File: src/rtl/joiner_stream_arbiter.sv
// Two-requester arbiter that lends one intersect_unit to A or B for a whole job,
// forwarding the owner's four lanes combinationally and timing each job.
module joiner_stream_arbiter #(
  parameter int                DATA_W     = 17,
  parameter logic [DATA_W-1:0] DONE_TOKEN = 17'h10100,
  parameter int                NUM_LANES  = 4
) (
  input  logic                        clk,
  input  logic                        rst_n,
  input  logic                        clk_en,
  input  logic                        flush,
  input  logic [DATA_W*NUM_LANES-1:0] a_data,
  input  logic [NUM_LANES-1:0]        a_valid,
  output logic [NUM_LANES-1:0]        a_ready,
  input  logic [DATA_W*NUM_LANES-1:0] b_data,
  input  logic [NUM_LANES-1:0]        b_valid,
  output logic [NUM_LANES-1:0]        b_ready,
  output logic [DATA_W*NUM_LANES-1:0] out_data,
  output logic [NUM_LANES-1:0]        out_valid,
  input  logic [NUM_LANES-1:0]        out_ready,
  input  logic [DATA_W-1:0]           mon_data,
  input  logic                        mon_valid,
  input  logic                        mon_ready,
  output logic                        grant_valid,
  output logic                        grant_id,
  output logic                        job_done,
  output logic [31:0]                 job_cycles
);

  typedef enum logic [1:0] {S_IDLE, S_RUN, S_DRAIN} state_t;

  state_t                 state_q, state_d;
  logic                   grant_id_q, grant_id_d;
  logic                   prio_q, prio_d;
  logic [NUM_LANES-1:0]   lane_done_q, lane_done_d;
  logic [31:0]            cnt_q, cnt_d;
  logic [31:0]            job_cycles_q, job_cycles_d;
  logic                   job_done_q, job_done_d;

  logic [DATA_W*NUM_LANES-1:0] sel_data;
  logic [NUM_LANES-1:0]        sel_valid;
  logic [NUM_LANES-1:0]        lane_open;
  logic [NUM_LANES-1:0]        lane_fire;
  logic [NUM_LANES-1:0]        lane_is_done;
  logic                        run_active;
  logic                        mon_done;
  logic                        req_a, req_b;
  logic [31:0]                 cnt_inc;

  assign sel_data   = grant_id_q ? b_data  : a_data;
  assign sel_valid  = grant_id_q ? b_valid : a_valid;
  assign run_active = clk_en && (state_q == S_RUN);
  assign lane_open  = {NUM_LANES{run_active}} & ~lane_done_q;

  assign out_data   = sel_data;
  assign out_valid  = sel_valid & lane_open;
  assign a_ready    = grant_id_q ? '0 : (out_ready & lane_open);
  assign b_ready    = grant_id_q ? (out_ready & lane_open) : '0;
  assign lane_fire  = out_valid & out_ready;

  for (genvar gi = 0; gi < NUM_LANES; gi++) begin : g_lane
    assign lane_is_done[gi] = (sel_data[gi*DATA_W +: DATA_W] == DONE_TOKEN);
  end

  assign mon_done = mon_valid && mon_ready && (mon_data == DONE_TOKEN);
  assign req_a    = |a_valid;
  assign req_b    = |b_valid;
  assign cnt_inc  = (cnt_q == 32'hFFFF_FFFF) ? cnt_q : cnt_q + 32'd1;

  assign grant_valid = (state_q != S_IDLE);
  assign grant_id    = grant_id_q;
  assign job_done    = job_done_q;
  assign job_cycles  = job_cycles_q;

  always_comb begin
    state_d      = state_q;
    grant_id_d   = grant_id_q;
    prio_d       = prio_q;
    lane_done_d  = lane_done_q;
    cnt_d        = cnt_q;
    job_cycles_d = job_cycles_q;
    job_done_d   = 1'b0;
    case (state_q)
      S_IDLE: begin
        if (req_a || req_b) begin
          state_d     = S_RUN;
          grant_id_d  = (req_a && req_b) ? prio_q : req_b;
          lane_done_d = '0;
          cnt_d       = 32'd1;
        end
      end
      S_RUN: begin
        cnt_d       = cnt_inc;
        lane_done_d = lane_done_q | (lane_fire & lane_is_done);
        if (&lane_done_d) state_d = S_DRAIN;
      end
      S_DRAIN: begin
        cnt_d = cnt_inc;
        // Only a done token on the joiner's output closes the job.
        if (mon_done) begin
          job_cycles_d = cnt_q;
          job_done_d   = 1'b1;
          prio_d       = ~grant_id_q;
          state_d      = S_IDLE;
        end
      end
      default: state_d = S_IDLE;
    endcase
    if (flush) begin
      state_d      = S_IDLE;
      grant_id_d   = 1'b0;
      prio_d       = 1'b0;
      lane_done_d  = '0;
      cnt_d        = '0;
      job_cycles_d = '0;
      job_done_d   = 1'b0;
    end
  end

  always_ff @(posedge clk or negedge rst_n) begin
    if (!rst_n) begin
      state_q      <= S_IDLE;
      grant_id_q   <= 1'b0;
      prio_q       <= 1'b0;
      lane_done_q  <= '0;
      cnt_q        <= '0;
      job_cycles_q <= '0;
      job_done_q   <= 1'b0;
    end else if (clk_en || flush) begin
      state_q      <= state_d;
      grant_id_q   <= grant_id_d;
      prio_q       <= prio_d;
      lane_done_q  <= lane_done_d;
      cnt_q        <= cnt_d;
      job_cycles_q <= job_cycles_d;
      job_done_q   <= job_done_d;
    end
  end

endmodule
File: config.mk
export PLATFORM = sky130hd
export DESIGN_NAME = joiner_stream_arbiter
export DESIGN_NICKNAME = d
export VERILOG_FILES = /design/src/rtl/joiner_stream_arbiter.sv
export SDC_FILE = /design/constraint.sdc
export NUM_CORES = 1
export LEC_CHECK = 0
export ABC_CLOCK_PERIOD_IN_PS = 2600
export CAP_MARGIN = 40
export CORE_MARGIN = 5
export CORE_UTILIZATION = 34
export DETAILED_ROUTE_END_ITERATION = 6
export DONT_BUFFER_PORTS = 1
export PLACE_DENSITY_LB_ADDON = 0.08
export SYNTH_ARGS = -nofsm -noshare
export SYNTH_HDL_FRONTEND = slang
export SYNTH_SLANG_ARGS = --single-unit
File: constraint.sdc
create_clock -name clk -period 2.6 [get_ports clk]
set_clock_uncertainty 0.05 [all_clocks]
set_input_delay 0.52 -clock clk [delete_from_list [all_inputs] [get_ports clk]]
set_output_delay 0.52 -clock clk [all_outputs]
set_load 0.01 [all_outputs]
==> results.toml <==
[run_status]
status = "finished, final reports clean"

[finish]
fill_cells = 1502
ff_latch_area_um2 = 1830
layoutNonFillerInstCount = 770
multi_input_area_um2 = 2960
finalNetCount = 756
antenna-diode-count = 0
layout-drive-gt1-share_pct = 22.0
area_growth_pct = 14.4

[timing]
tns_ns = 0
period_needed_ns = 2.53
fmax_mhz = 395
maxSlewViolCount = 0
hold_viol = 0
worst-slew-pin-transition_ns = 0.529
rsz0062_at_grt = "no"
relSlewSlack_pct = 63.8
holdWs_ns = 0.0145
fin_crit_sh_pct = 97.4
setup_viol = 0

[critical_path]
crit_path_start = "state_q[1]$_DFFE_PN0P_"
cp-end-kind = "primary output"
reg2reg_setup_slack_ns = 0.16
r2r_start = "grant_id$_DFFE_PN0P_"
critPathRequiredTime_ns = 2.03
crit_type = "reg2out"
worstPathArrival_ns = 1.96
worstPathMaxFanout = 7
cp-start-kind = "flop"

[synthesis]
yosysWarnings = 0
synth_cell_types = 46
synth_edf_count = 0
syn_area_um2 = 4940
syn_area_per_cell_um2 = 8.77
async_flop_share_pct = 100
syn-instance-count = 564
synth_ff_type = "dfrtp_1"
yosysSeqAreaShare_pct = 36.9
synthesis.nets = 739
synth-seq-cells = 73

[detailed_routing]
drc = 0
final_antenna_net_count = 0
wl_per_cell_um = 23.1
dr_total_vias = 4379
drtIter0Drc = 139
viasPerCell = 5.69
wl_um = 17800
first_pass_iters = 4

[pwr]
vdd_ir_drop_max_mv = 0.215
p_sw_share_pct = 25.0
switchingPower_uw = 674
p_int_mw = 2.02
powerDensity_nw_per_um2 = 476
p_comb_share_pct = 12.4
clkPwrFrac_pct = 44.8
seqPwrFrac_pct = 42.8
leakagePower_nw = 2.07

[cts]
clk_latency_ns = 0.33
cts_tree = "built"
cts-buffers-inserted = 9
htree_num_levels = 3
numClockSinks = 73
clkTransAtPathRegs_ns = 0.06
ctsRootBufferMaster = "clkbuf_16"
clk_path_buf_depth = 2

[flow_run]
maxCapViolCount = 0

[placement]
place_hpwl_um = 14300
dp.cells = 752
portBuffers = 0
globalplace.congestion = 0.814

[die]
initial_core_util_pct = 34.3
num_rows = 44
ios = 286
die_x_um = 131
dieArea_um2 = 17100
die_height_um = 131
core_area_um2 = 14400

[global_route]
grt_pass1_wl_um = 25100
overflow = 0
grt_antenna_before_repair = 0
grtUsageTotal_pct = 19.3
grt_pass1_vias = 4485
grt_max_degree = 74

[hold_path]
hp-class = "in2async"
==> layer usage <==
metal | vias to the layer above | GRT usage, % | part of all wire, %
li1 | 2070 | - | -
met1 | 2135 | 22.0 | 38
met2 | 153 | 35.7 | 53
met3 | 21 | 4.55 | 7.2
met4 | 0 | 5.69 | 1.8
met5 | - | 0 | 0
==> path summary, 6_finish.rpt <==
path | depth (start not counted) | end
setup / recovery | 6 | out_valid[0]
hold / removal | 1 | job_cycles[19]$_DFFE_PN0P_
setup reg to reg | 6 | state_q[1]$_DFFE_PN0P_
hold reg to reg | 2 | prio_q$_DFFE_PN0P_
max in group asynchronous | 1 | grant_id$_DFFE_PN0P_
min in group clk | 1 | job_cycles[12]$_DFFE_PN0P_
==> power groups by stage <==
stage	sequential (mW)	combinational (mW)	clock (mW)
2_1_floorplan	1.17	0.228	0
3_3_place_gp	1.17	0.307	0
3_5_place_dp	1.17	0.308	0
4_1_cts	1.15	0.338	1.25
5_1_grt	1.15	0.359	1.30
6_report	1.15	0.334	1.21
==> placed cells by master, fill, tap and decap left out, types with 9 or more instances in the layout <==
cell / Yosys / layout
nor4b_1: 14 / 14
xnor2_1: 28 / 28
nor2_1: 47 / 47
buf_4: 0 / 35
nand3_1: 18 / 18
mux2_2: 63 / 63
nand4_1: 12 / 12
nor3_1: 34 / 33
a21oi_1: 41 / 41
clkbuf_16: 0 / 9
nor4_1: 21 / 21
nand2_1: 88 / 88
o21ai_0: 10 / 10
dfrtp_1: 73 / 72
==> synthesized netlist by cell type, types with 5 or more instances <==
master	number	share of area (%)
a21oi_1	41	4.1
and3_1	6	0.76
buf_2	8	0.81
clkbuf_1	20	1.5
dfrtp_1	73	37
inv_1	7	0.53
mux2_2	63	14
mux2i_1	5	1.0
nand2_1	88	6.7
nand2b_1	8	1.0
nand3_1	18	1.8
nand4_1	12	1.5
nor2_1	47	3.6
nor3_1	34	3.4
nor4_1	21	2.7
nor4b_1	14	2.5
o21ai_0	10	1.0
or3_1	5	0.63
xnor2_1	28	5.0
==> worst max-delay path, cell delays in order (launching register included) <==
cell	delay (ns)
dfrtp_1	0.37
inv_1	0.10
ha_1	0.17
nand2_1	0.21
buf_4	0.24
nor3_1	0.34
buf_4	0.20
==> registers in the layout, indices dropped and copies added, names as in the netlist <==
register and flops:
lane_done_q 4, grant_id 1, cnt_q 32, prio_q 1, job_cycles 32, job_done 1
state_q 2
==> through the flow <==
step | area, µm² | total power, mW | worst slack, ns | util, %
floorplan | 4940 | 1.40 | 0.116 | -
global placement | 5320 | 1.48 | 0.134 | 36.9
detailed placement | 5320 | 1.48 | 0.0646 | 36.9
CTS | 5650 | 2.74 | 0.0512 | 39.2
global route | 5660 | 2.81 | 0.00134 | 39.2
finish | 5660 | 2.69 | 0.0680 | 39.2
==> what timing repair did <==
action,CTS,global route
hold endpoints to repair,73,0
buffers inserted,0,1
resized for setup,2,0
hold buffers,1,0
endpoints found under the setup margin,2,1
==> kinds of logic (layout without fill, tap and decap cells) <==
logic type | Yosys count | after routing | share of synthesized area [%]
buffers and inverters | 39 | 61 | 3.31
AND/OR/NAND/NOR | 276 | 276 | 28.6
XOR/XNOR | 28 | 28 | 4.96
multiplexers | 72 | 72 | 16.6
adder cells (fa/ha/maj) | 4 | 4 | 1.01
flip-flops | 73 | 73 | 36.9
AO/OA/AOI/OAI | 72 | 72 | 8.63
==> cell type report <==
cell class	count	share of cell area, %
multi-input combinational	452	52.3
sequential	73	32.4
timing repair buffer	38	5.68
clock buffer	11	4.11
tap	184	4.07
clock inverter	5	0.995
inverter	7	0.464
Power figures use the tool's default switching activity.
